**config.mk**
```make
export PLATFORM = sky130hd
export DESIGN_NAME = max7219_rx
export DESIGN_NICKNAME = d
export VERILOG_FILES = /design/src/rtl/max7219_pkg.sv /design/src/rtl/max7219_rx_xclockd.sv /design/src/rtl/max7219_rx.sv
export SDC_FILE = /design/constraint.sdc
export NUM_CORES = 1
export LEC_CHECK = 0
export BUFFER_PORTS_ARGS = -buffer_cell sky130_fd_sc_hd__clkbuf_2
export CAP_MARGIN = 20
export CORE_UTILIZATION = 50
export DETAILED_ROUTE_END_ITERATION = 12
export PLACE_DENSITY = 0.78
export SLEW_MARGIN = 20
export SYNTH_ARGS = -nofsm -noshare
export SYNTH_HDL_FRONTEND = slang
export SYNTH_SLANG_ARGS = --single-unit
```
**constraint.sdc**
```tcl
create_clock -name clk_in -period 6.4 [get_ports clk_in]
set_input_delay 1.6 -clock clk_in [delete_from_list [all_inputs] [get_ports clk_in]]
set_output_delay 1.6 -clock clk_in [all_outputs]
set_load 0.01 [all_outputs]
```
**src/rtl/max7219_pkg.sv**
```systemverilog
// ---------------------------------------------------------------------------
// max7219_pkg
// Shared definitions for the MAX7219-compatible SPI receiver:
//   - register address map (REG_NOOP .. REG_TEST)
//   - receive FSM state encoding
//   - Code-B font lookup used when digit decoding is compiled in
// ---------------------------------------------------------------------------
package max7219_pkg;

    localparam logic [3:0] REG_NOOP       = 4'h0;
    localparam logic [3:0] REG_DIGIT0     = 4'h1;
    localparam logic [3:0] REG_DIGIT7     = 4'h8;
    localparam logic [3:0] REG_DECODE     = 4'h9;
    localparam logic [3:0] REG_INTENSITY  = 4'hA;
    localparam logic [3:0] REG_SCAN_LIMIT = 4'hB;
    localparam logic [3:0] REG_SHUTDOWN   = 4'hC;
    localparam logic [3:0] REG_TEST       = 4'hF;

    localparam int BIT_CNT_W = 8;

    typedef enum logic [1:0] {
        ST_IDLE  = 2'd0,
        ST_SHIFT = 2'd1,
        ST_LATCH = 2'd2
    } rx_state_e;

    // Segment pattern {A,B,C,D,E,F,G} for a Code-B character.
    function automatic logic [6:0] code_b_font(input logic [3:0] code);
        logic [6:0] seg;
        case (code)
            4'h0: seg = 7'h7E;
            4'h1: seg = 7'h30;
            4'h2: seg = 7'h6D;
            4'h3: seg = 7'h79;
            4'h4: seg = 7'h33;
            4'h5: seg = 7'h5B;
            4'h6: seg = 7'h5F;
            4'h7: seg = 7'h70;
            4'h8: seg = 7'h7F;
            4'h9: seg = 7'h7B;
            4'hA: seg = 7'h01;  // '-'
            4'hB: seg = 7'h4F;  // 'E'
            4'hC: seg = 7'h37;  // 'H'
            4'hD: seg = 7'h0E;  // 'L'
            4'hE: seg = 7'h67;  // 'P'
            default: seg = 7'h00;  // blank
        endcase
        return seg;
    endfunction

endpackage

```
**src/rtl/max7219_rx_xclockd.sv**
```systemverilog
// ---------------------------------------------------------------------------
// xclockd
// Multi-stage flop synchronizer for asynchronous inputs.
// Ports:
//   clk_in   destination clock
//   init_n   asynchronous active-low reset (stages load RST_VAL)
//   async_i  asynchronous input bus (BUS_WIDTH)
//   sync_o   synchronized output, STAGES flops after async_i
// ---------------------------------------------------------------------------
module xclockd #(
    parameter int                   BUS_WIDTH = 1,
    parameter int                   STAGES    = 2,
    parameter logic [BUS_WIDTH-1:0] RST_VAL   = '0
) (
    input  logic                 clk_in,
    input  logic                 init_n,
    input  logic [BUS_WIDTH-1:0] async_i,
    output logic [BUS_WIDTH-1:0] sync_o
);

    logic [BUS_WIDTH-1:0] stage_q [STAGES];

    always_ff @(posedge clk_in or negedge init_n) begin
        if (!init_n) begin
            for (int i = 0; i < STAGES; i++) stage_q[i] <= RST_VAL;
        end else begin
            stage_q[0] <= async_i;
            for (int i = 1; i < STAGES; i++) stage_q[i] <= stage_q[i-1];
        end
    end

    assign sync_o = stage_q[STAGES-1];

endmodule

```
**src/rtl/max7219_rx.sv**
```systemverilog
// ---------------------------------------------------------------------------
// max7219_rx
// MAX7219-compatible SPI receiver (display-chip end of the link).
// Oversamples SPI_CLK/SPI_MOSI/SPI_CS, shifts frames in MSB first, drives a
// daisy-chain SPI_DOUT and commits the last FRAME_BITS bits on CS rising edge.
// Ports:
//   clk_in, init_n            system clock, async active-low reset
//   SPI_CLK/SPI_MOSI/SPI_CS   serial link inputs (CPOL=0, CS active low)
//   SPI_DOUT                  shift-register MSB, updated on SPI_CLK fall
//   rd_addr/rd_data           digit read port (combinational)
//   decode_mode .. disp_test  control register outputs
//   frame_valid/frame_err     one-cycle commit / framing-error pulses
// Build option: MAX7219_RX_DECODE_EN enables Code-B decoding on rd_data.
// ---------------------------------------------------------------------------
module max7219_rx
    import max7219_pkg::*;
#(
    parameter int SYNC_STAGES = 2,
    parameter int FRAME_BITS  = 16
) (
    input  logic       clk_in,
    input  logic       init_n,
    input  logic       SPI_CLK,
    input  logic       SPI_MOSI,
    input  logic       SPI_CS,
    output logic       SPI_DOUT,
    input  logic [2:0] rd_addr,
    output logic [7:0] rd_data,
    output logic [7:0] decode_mode,
    output logic [3:0] intensity,
    output logic [2:0] scan_limit,
    output logic       shutdown_n,
    output logic       disp_test,
    output logic       frame_valid,
    output logic       frame_err
);

    localparam logic [BIT_CNT_W-1:0] FRAME_LEN = BIT_CNT_W'(FRAME_BITS);
    // Index order: 0 = SPI_CLK, 1 = SPI_MOSI, 2 = SPI_CS (idles high).
    localparam logic [2:0] SYNC_RST = 3'b100;

    // ---------------- input synchronizers and edge detection --------------
    logic [2:0] pin_raw;
    logic [2:0] pin_sync;
    logic [2:0] pin_prev_q;

    assign pin_raw = {SPI_CS, SPI_MOSI, SPI_CLK};

    generate
        for (genvar gi = 0; gi < 3; gi++) begin : g_sync
            xclockd #(
                .BUS_WIDTH (1),
                .STAGES    (SYNC_STAGES),
                .RST_VAL   (SYNC_RST[gi])
            ) u_sync (
                .clk_in  (clk_in),
                .init_n  (init_n),
                .async_i (pin_raw[gi]),
                .sync_o  (pin_sync[gi])
            );
        end
    endgenerate

    always_ff @(posedge clk_in or negedge init_n) begin
        if (!init_n) pin_prev_q <= SYNC_RST;
        else         pin_prev_q <= pin_sync;
    end

    logic clk_rise, clk_fall, cs_rise, cs_fall, mosi;
    assign clk_rise = pin_sync[0] & ~pin_prev_q[0];
    assign clk_fall = ~pin_sync[0] & pin_prev_q[0];
    assign mosi     = pin_sync[1];
    assign cs_rise  = pin_sync[2] & ~pin_prev_q[2];
    assign cs_fall  = ~pin_sync[2] & pin_prev_q[2];

    // ---------------- receive FSM and shift register ----------------------
    rx_state_e               state_q, state_d;
    logic [FRAME_BITS-1:0]   sreg_q, sreg_d;
    logic [BIT_CNT_W-1:0]    bit_cnt_q, bit_cnt_d;
    logic                    dout_q, dout_d;
    logic                    cs_fall_pend_q, cs_fall_pend_d;

    always_comb begin
        state_d        = state_q;
        sreg_d         = sreg_q;
        bit_cnt_d      = bit_cnt_q;
        dout_d         = dout_q;
        cs_fall_pend_d = 1'b0;
        case (state_q)
            ST_IDLE: begin
                if (cs_fall || cs_fall_pend_q) begin
                    state_d   = ST_SHIFT;
                    bit_cnt_d = '0;
                end
            end
            ST_SHIFT: begin
                // A clock edge sampled together with CS rise is still shifted.
                if (clk_rise) begin
                    sreg_d = {sreg_q[FRAME_BITS-2:0], mosi};
                    if (bit_cnt_q != '1) bit_cnt_d = bit_cnt_q + 1'b1;
                end
                if (clk_fall) dout_d = sreg_q[FRAME_BITS-1];
                if (cs_rise)  state_d = ST_LATCH;
            end
            ST_LATCH: begin
                state_d = ST_IDLE;
                // A new frame starting right after the commit must not be lost.
                cs_fall_pend_d = cs_fall;
            end
            default: state_d = ST_IDLE;
        endcase
    end

    always_ff @(posedge clk_in or negedge init_n) begin
        if (!init_n) begin
            state_q        <= ST_IDLE;
            sreg_q         <= '0;
            bit_cnt_q      <= '0;
            dout_q         <= 1'b0;
            cs_fall_pend_q <= 1'b0;
        end else begin
            state_q        <= state_d;
            sreg_q         <= sreg_d;
            bit_cnt_q      <= bit_cnt_d;
            dout_q         <= dout_d;
            cs_fall_pend_q <= cs_fall_pend_d;
        end
    end

    assign SPI_DOUT = dout_q;

    // ---------------- commit decode ---------------------------------------
    logic       in_latch, commit_ok, commit_err;
    logic [3:0] wr_addr;
    logic [7:0] wr_data;

    assign in_latch   = (state_q == ST_LATCH);
    assign commit_ok  = in_latch && (bit_cnt_q >= FRAME_LEN);
    assign commit_err = in_latch && ((bit_cnt_q < FRAME_LEN) ||
                                     ((bit_cnt_q % FRAME_LEN) != '0));
    assign wr_addr    = sreg_q[11:8];
    assign wr_data    = sreg_q[7:0];

    // Command nibble above the address is don't-care on this chip.
    logic unused_cmd;
    assign unused_cmd = ^sreg_q[FRAME_BITS-2:12];

    // ---------------- register file ----------------------------------------
    logic [7:0] digit_q [8];
    logic [7:0] decode_q;
    logic [3:0] intensity_q;
    logic [2:0] scan_limit_q;
    logic       shutdown_n_q, disp_test_q;
    logic       frame_valid_q, frame_err_q;

    always_ff @(posedge clk_in or negedge init_n) begin
        if (!init_n) begin
            for (int i = 0; i < 8; i++) digit_q[i] <= '0;
            decode_q      <= '0;
            intensity_q   <= '0;
            scan_limit_q  <= '0;
            shutdown_n_q  <= 1'b0;
            disp_test_q   <= 1'b0;
            frame_valid_q <= 1'b0;
            frame_err_q   <= 1'b0;
        end else begin
            frame_valid_q <= commit_ok;
            frame_err_q   <= commit_err;
            if (commit_ok) begin
                case (wr_addr)
                    REG_NOOP:       ;
                    REG_DECODE:     decode_q     <= wr_data;
                    REG_INTENSITY:  intensity_q  <= wr_data[3:0];
                    REG_SCAN_LIMIT: scan_limit_q <= wr_data[2:0];
                    REG_SHUTDOWN:   shutdown_n_q <= wr_data[0];
                    REG_TEST:       disp_test_q  <= wr_data[0];
                    default: begin
                        if (wr_addr >= REG_DIGIT0 && wr_addr <= REG_DIGIT7)
                            digit_q[3'(wr_addr - REG_DIGIT0)] <= wr_data;
                    end
                endcase
            end
        end
    end

    assign decode_mode = decode_q;
    assign intensity   = intensity_q;
    assign scan_limit  = scan_limit_q;
    assign shutdown_n  = shutdown_n_q;
    assign disp_test   = disp_test_q;
    assign frame_valid = frame_valid_q;
    assign frame_err   = frame_err_q;

    // ---------------- digit read port --------------------------------------
`ifdef MAX7219_RX_DECODE_EN
    logic [7:0] rd_raw;
    always_comb begin
        rd_raw = digit_q[rd_addr];
        if (decode_q[rd_addr]) rd_data = {rd_raw[7], code_b_font(rd_raw[3:0])};
        else                   rd_data = rd_raw;
    end
`else
    assign rd_data = digit_q[rd_addr];
`endif

endmodule

```
Yosys cells after proc, flatten, opt, wreduce, memory -nomap -nowiden
Index checks and enable logic that the tools add are counted.

cells by class
  multiply operators = 0
  bitwise operators = 11
  shifts and indexed selects = 0
  equality and inequality tests = 12
  div/mod/pow operators = 0
  reductions and logical operators = 21
  add/subtract/negate cells = 2
  order comparisons = 7
  multiplexer cells = 14

operator list
  cell                                                                    count
  64-bit bitwise mux                                                      1
  8-bit two-way mux                                                       6
  8-bit binary-select mux with 3-bit select                               1
  8-bit demux with 3-bit select                                           1
  4-bit equality test (second input constant)                             5
  8-bit case mux with 2 select lines                                      1
  2-bit AND reduction                                                     8
  8-bit by 1-bit adder with 8-bit output (second input constant)          1
  4-bit >= comparator (second input constant)                             2
  8-bit by 5-bit >= comparator with 1-bit output (second input constant)  1
  8-bit by 5-bit < comparator with 1-bit output (second input constant)   1
  2-bit inequality test (second input constant)                           4
  8-bit inequality test (second input constant)                           1
  3-bit inverter with 4-bit output                                        2
  8-bit nonzero test                                                      1
  6-bit OR reduction                                                      1
  1-bit inverter                                                          5
  1-bit bitwise AND                                                       4
  4-bit by 1-bit >= comparator with 1-bit output (second input constant)  1
  4-bit <= comparator (second input constant)                             1
  1-bit logical AND                                                       4
  4-bit zero test                                                         1
  4-bit by 1-bit < comparator with 1-bit output (second input constant)   1
  2-bit two-way mux                                                       2
  10 further kinds                                                        11

word-level totals
  latch bits = 0
  memories kept = 0
  ROM bits = 0
  RAM bits = 0
  flip-flop bits (word level) = 120
  word-level logic and storage cells = 94
  bits of input ports = 8
  output and inout port bits = 28

Longest topological paths before layout
Gate-level depths: netlist (run 1).

  depth after elaboration = 7
  depth in mapped cells = 8

Modules after synthesis
A second synthesis (run 1) with hierarchy kept.

second synthesis, totals
  cells, all modules = 352
  area total of the unflattened synthesis = 5252.5 um2

modules (own cells, without submodules)
  module                           area each (um2)  instances  cells each
  max7219_rx                       5099.9           1          346
  xclockd at g_sync[0].u_sync ...  50.0             2          2
  xclockd at g_sync[2].u_sync      52.6             1          2

Worst setup path after synthesis (run 1)
OpenSTA, ideal clock, no wires.

  path kind = input-to-output
  start = in rd_addr[0]
  end = out rd_data[0]
  slack = 1865 ps
  data arrival time = 2935 ps
  stages on the path = 4
  data required time = 4800 ps
  cells stage by stage = buf_2 -> buf_2 -> mux4_2 -> mux2_2

on the way
  longest elaborated chain between the ends = 4

ends and longest elaborated chain
  what                                                    line               RTL
  start: declaration                                      max7219_rx.sv:27   input logic [2:0] rd_addr,
  3-bit inverter with 4-bit output (not written as such)  max7219_rx.sv:203  assign rd_data = digit_q[rd_addr];
  8-bit binary-select mux with 3-bit select               max7219_rx.sv:203
  8-bit two-way mux (not written as such) (2 in a row)    max7219_rx.sv:203
  end: declaration                                        max7219_rx.sv:28   output logic [7:0] rd_data,

No other way between the ends. The select of a mux whose other input is x is not followed.

Final worst setup path (run 1)
  start = in rd_addr[0]
  end = out rd_data[3]

The elaborated chain is that of the path after synthesis.

==> metrics.txt, run 1 <==
FF-to-FF End=digit_q[37]$_DFFE_PN0P_; Vias/cell=~5.7; reg2reg start=sreg_q[8]$_DFFE_PN0P_; Die Span Y=105 um; min Tclk post-route=4.73 ns; Ys Warns=0; Setup crit end kind=output pin; post-cts repair resize count=0; Multi-input gate area=about 2100 um2; Initial Util=51.2%; setup TNS=0 ns; Synth cell types=46; unrepaired setup endpoints after global routing=no; DRC Markers=0; Internal=0.00149 W; FF/Latch Area=around 3000 um2; most numerous cell in the Yosys netlist=dfrtp_1; Highest Signal Layer=met4; Max Cap Viol=0; Ports=36; cell depth of the worst flop-to-flop path=6; sequential area share after synthesis=56.6%; Post-synth EDFFs=0; hold_ws=0.350 ns; CTS tree=built; first-pass GRT wire length=between 15,000 and 20,000 um; Pwr per Cell Area=between 300 and 400 nW/um2; total chip power=between 0.002 and 0.0025 W; met2 wire length=5010 um; CP Data Arrival Time=3.13 ns; TritonCTS Buffers=17; fillers=786; vias in the first global route=3,220; synthesis-to-layout area growth=16.1%; gpl congestion=0.761; main flop type after synthesis=dfrtp_1; # clock sinks=about 120; clock slew at reported path FFs=0.06 ns; Post-Syn Instances=roughly 350; outcome=finished, final reports clean; Setup CP Type=input port to output pin; fin worst setup slack=1.67 ns; Port Buf Inserts=35; die area=10,900 um2; post-CTS setup buffer count=0; Die Wd=approximately 100 um; met1 WL=about 4500 um; Relative slew margins=42.0%; routed wire length=10,200 um; worst slack, placed=1.67 ns; Peak VDD IR=~0.00017 V; synthesized flop and latch total=roughly 120; syn avg cell area=roughly 15 um2; Least-Margin Pin Slew=0.870 ns; latest clock arrival within the worst-skew pair=0.51 ns; Post-DRT Antenna Nets=0; Sw Ratio=25.5%; worst path required time=4.80 ns; Detailed Place HPWL=6250 um; final-stage net count=399; std cell rows=37; async set or reset register ratio after synthesis=100%; Final Skew=0.00662 ns; core box area=10,300 um2; initial antenna violation count=0; Final Hold Viols=0; main area contributors after synthesis=dfrtp_1 (55%), mux2_2 (22%), mux4_2 (6.8%); Reg2Reg Setup Slack=roughly 3.7 ns; DRT Pass-1 Iters=4; Root Driver=clkbuf_8; crit path to=rd_data[3]; share of cells above drive strength 1=50.3%; Max FO, Critical Path=16; Max clock buf depth=2; Total Routing Usage GR=between 20% and 30%; fin crit share=73.9%; CP startpoint=rd_addr[0]; Yosys top cell area share=55.1%; Synth Net Count=366; cts hold-fix bufs=0; combinational share of power=between 7 and 8%; Switching Power=0.000513 W; max-slew violation count=0; # setup viols final=0; leakage power=approximately 3.0 nW; mapped cell area=roughly 5300 um2; met3 routed WL=a little over 400 um; WL per Instance=approximately 19 um; via count=between 3,000 and 4,000; Worst Hold Class=flop to flop; Clock power frac=48.4%; Seq pwr share=44.5%; CP startpoint kind=input port; H-Tree Depth=4; DR iter-0 viols=138; largest net degree at the start of global routing=71; ant diodes=0; Max Fclk=0.211 GHz; Synth area leader=dfrtp_1; GRT overflow=0; top cells by count, synth=dfrtp_1 (116), mux2_2 (103), mux4_2 (16)
how the worst min path moves through the flow:
stage | to | start | slack [ns] | depth (start not counted)
floorplan | g_sync[0].u_sync.sync_o$_DFF_PN0_ | g_sync[0].u_sync.stage_q[1]$_DFF_PN0_ | 0.33 | 0
global placement | g_sync[1].u_sync.sync_o$_DFF_PN0_ | g_sync[1].u_sync.stage_q[1]$_DFF_PN0_ | 0.33 | 0
detailed placement | g_sync[1].u_sync.sync_o$_DFF_PN0_ | g_sync[1].u_sync.stage_q[1]$_DFF_PN0_ | 0.34 | 0
CTS | g_sync[1].u_sync.sync_o$_DFF_PN0_ | g_sync[1].u_sync.stage_q[1]$_DFF_PN0_ | 0.35 | 0
global route | g_sync[0].u_sync.sync_o$_DFF_PN0_ | g_sync[0].u_sync.stage_q[1]$_DFF_PN0_ | 0.36 | 0
finish | g_sync[0].u_sync.sync_o$_DFF_PN0_ | g_sync[0].u_sync.stage_q[1]$_DFF_PN0_ | 0.35 | 0
area by class of cell:
class / instances / share of cell area, %
Clock inverter: 13 / 2.93
Sequential cell: 119 / 48.8
Multi-Input combinational cell: 202 / 34.9
Inverter: 9 / 0.552
Timing Repair Buffer: 36 / 3.03
Tap cell: 136 / 2.78
Clock buffer: 19 / 7.06
stage by stage:
step / utilization [%] / cells / area (um2)
after floorplan: - / 352 / 5270
after global placement: 53.6 / 502 / 5510
after detailed placement: 53.6 / 502 / 5510
after CTS: 59.5 / 534 / 6120
after global routing: 59.5 / 534 / 6120
final: 59.5 / 534 / 6120
layout by cell type, fill, tap and decap left out, drive strengths merged, types with 2 or more instances in the layout:
master,n
mux4,16
a311oi,2
nand4,6
nor3b,3
a21oi,5
xor2,2
clkinvlp,4
mux2,103
nor4b,2
nand3,2
nor2,9
nand2b,3
or4,2
and3,3
dfstp,3
dfrtp,116
ha,6
nand2,13
inv,9
nor2b,2
buf,2
bufinv,4
o31ai,2
o21ai,6
clkbuf,53
and4bb,2
nand4b,2
clkinv,5
per-layer routing:
metal  track usage, %  vias to the layer above
li1                 -                     1357
met1             26.2                     1584
met2             33.5                       70
met3             5.12                       22
met4             9.76                        0
met5                0                        -
power by group through the flow:
stage	clock network, W	logic, W	registers, W
floorplan	0	0.000158	0.000828
global placement	0	0.000137	0.000902
detailed placement	0	0.000143	0.000905
CTS	0.000982	0.000145	0.000892
global route	0.00103	0.000160	0.000906
finish	0.000970	0.000143	0.000894
cells by family (layout without fill, tap and decap cells):
family,count (synthesis),after routing,share of synthesized area (%)
AOI/OAI and AO/OA,21,21,2.71
xor gates and xnor gates,2,2,0.333
adders and majority gates,6,6,1.43
buffers and inverters,31,77,2.85
DFF,119,119,56.6
muxes,120,120,29.1
and+or+nand+nor,53,53,7.01
flip-flops by register name (all words and copies together) (netlist names):
signal	cells
frame_err	1
g_sync.u_sync.sync_o	3
disp_test	1
frame_valid	1
digit_q	64
SPI_DOUT	1
cs_fall_pend_q	1
pin_prev_q	2
scan_limit	3
g_sync.u_sync.stage_q	3
shutdown_n	1
bit_cnt_q	8
sreg_q	16
intensity	4
decode_mode	8
state_q	2
worst max-delay path, cell delays in order:
cell,delay [ns]
clkbuf_2,0.50
mux4_2,0.60
mux2_2,0.29
clkbuf_2,0.13
Note: power is estimated with default switching activity, not from simulation.
==> run 2, diff against run 1 <==
==> constraint.sdc (replaced) <==
create_clock -name clk_in -period 4.8 [get_ports clk_in]
set_input_delay 1.2 -clock clk_in [delete_from_list [all_inputs] [get_ports clk_in]]
set_output_delay 1.2 -clock clk_in [all_outputs]
set_load 0.01 [all_outputs]
==> run 2 against run 1 <==
Effect of this change: utilization barely moved; flip-flop and latch count did not move; routed wire length fell by 2.9%; via count fell by 0.16%; final cell count rose by 0.19%; die area did not move; clock-buffer cell count fell by 1; combinational power rose by 33%; hold slack got worse by 0.00053 ns; critical endpoint is now rd_data[2].
==> metrics.txt, run 2 (same netlist as run 1, synthesis figures left out) <==
Max clock buf depth=2 (unchanged); Max Cap Viol=0 (unchanged); DRC Markers=0 (unchanged); CP Data Arrival Time=2.73 ns (was 3.13 ns); Worst Hold Class=flop to flop (unchanged); Post-DRT Antenna Nets=0 (unchanged); most frequent cells in the layout=dfrtp_1 (116), mux2_2 (103), clkbuf_2 (34) (unchanged); Reg with most FFs=digit_q (unchanged); GRT overflow=0 (unchanged); TritonCTS Buffers=17 (unchanged); Peak VDD IR=0.000255 V (was 0.000167 V); Final Skew=0.00665 ns (was 0.00662 ns); vias in the first global route=3,189 (was 3,220); die area=10,900 um2 (unchanged); CP startpoint kind=input port (unchanged); total chip power=0.00267 W (was 0.00201 W); Setup crit end kind=output pin (unchanged); fin crit share=between 80% and 90%; Port Buf Inserts=35 (unchanged); WL per Instance=18.5 um (was 19.1 um); post-cts repair resize count=0 (unchanged); routed wire length=9900 um (was 10,200 um); post-CTS setup buffer count=0 (unchanged); Detailed Place HPWL=6280 um (was 6250 um); most common cell after layout, fill and taps aside=dfrtp_1 (unchanged); synthesis-to-layout area growth=16.1% (about the same); Final Hold Viols=0 (unchanged); via count=3,028 (was 3,033); Least-Margin Pin Slew=0.782 ns (was 0.870 ns); first-pass GRT wire length=16,300 um (was 17,000 um); # setup viols final=0 (unchanged); DR iter-0 viols=159 (was 138); latest clock arrival within the worst-skew pair=0.53 ns (was 0.51 ns); Die Span Y=105 um (unchanged); worst path required time=3.60 ns (was 4.80 ns); # clock sinks=119 (unchanged); fillers=793 (was 786); CTS tree=built (unchanged); setup TNS=0 ns (unchanged); clock slew at reported path FFs=0.06 ns (about the same); max-slew violation count=0 (unchanged); post-layout util=59.5% (about the same); Max Fclk=0.255 GHz; min Tclk post-route=3.93 ns; number of flip-flops in the largest register=64 (unchanged); Vias/cell=5.66 (was 5.68); std cell rows=37 (unchanged); DRT Pass-1 Iters=6 (was 4); cts hold-fix bufs=0 (unchanged); Pwr per Cell Area=436 nW/um2 (was 328 nW/um2); Largest regs=digit_q x64, sreg_q x16 (unchanged); share of cells above drive strength 1=50.4% (was 50.3%); unrepaired setup endpoints after global routing=no (unchanged); outcome=finished, final reports clean (unchanged); leakage power=3.05 nW (was 3.04 nW); core box area=10,300 um2 (unchanged); Max FO, Critical Path=16 (unchanged); ant diodes=0 (unchanged); gpl congestion=0.802 (was 0.761); Relative slew margins=47.9% (was 42.0%); Root Driver=clkbuf_8 (unchanged); Total Routing Usage GR=20.1% (was 20.7%); initial antenna violation count=0 (unchanged); Ports=36 (unchanged); Setup CP Type=input port to output pin (unchanged); Die Wd=105 um (unchanged); H-Tree Depth=4 (unchanged); largest net degree at the start of global routing=62 (was 71); Initial Util=51.2% (unchanged); final-stage net count=400 (was 399)
[run 2: layout make-up]
type | count | area [um2] | share of cell area (%)
clock inverter | 14 | 183 | 2.99
sequential | 119 | 2980 | 48.8
inverter | 9 | 33.8 | 0.553
multi-input combinational | 202 | 2130 | 34.9
tap | 136 | 170 | 2.78
timing repair buffer | 37 | 193 | 3.15
clock buffer | 18 | 418 | 6.84
[run 2: report_power, final]
group          total [W]  internal [W]  switching [W]  leakage (nW)
Clock            0.00128      0.000837       0.000446         0.294
Combinational   0.000190     0.0000843       0.000105          1.13
Sequential       0.00119       0.00106       0.000138          1.63
[run 2: routing by layer]
layer / track usage, % / routed length [um] / share of wire (%)
met5: 0 / 0 / 0
met4: 8.25 / 169 / 1.7
met3: 5.55 / 376 / 3.8
met2: 33.8 / 4980 / 50
met1: 24.6 / 4360 / 44
[run 2: metrics by stage]
step           std cells  instance area [um2]  worst slack [ns]  hold slack (ns)
3_5_place_dp         503                 5510             0.850            0.339
4_1_cts              535                 6110             0.844            0.351
2_1_floorplan        352                 5270              1.07            0.331
3_3_place_gp         503                 5510             0.904            0.333
6_report             535                 6110             0.875            0.349
5_1_grt              535                 6110             0.796            0.359
[run 2: worst max-delay path, stage by stage]
cell      delay [ns]
clkbuf_2        0.49
mux4_2          0.59
mux2_2          0.30
clkbuf_2        0.13
[run 2: worst paths after layout]
path / from / to / slack, ns / cells after the start
hold / removal: g_sync[1].u_sync.stage_q[1]$_DFF_PN0_ / g_sync[1].u_sync.sync_o$_DFF_PN0_ / 0.35 / 0
min in group asynchronous: init_n / digit_q[36]$_DFFE_PN0P_ / 0.75 / 1
setup / recovery: rd_addr[0] / rd_data[2] / 0.87 / 4
hold reg to reg: g_sync[1].u_sync.stage_q[1]$_DFF_PN0_ / g_sync[1].u_sync.sync_o$_DFF_PN0_ / 0.35 / 0
setup reg to reg: sreg_q[8]$_DFFE_PN0P_ / digit_q[13]$_DFFE_PN0P_ / 2.15 / 6
max in group asynchronous: init_n / pin_prev_q[2]$_DFF_PN1_ / 3.13 / 2
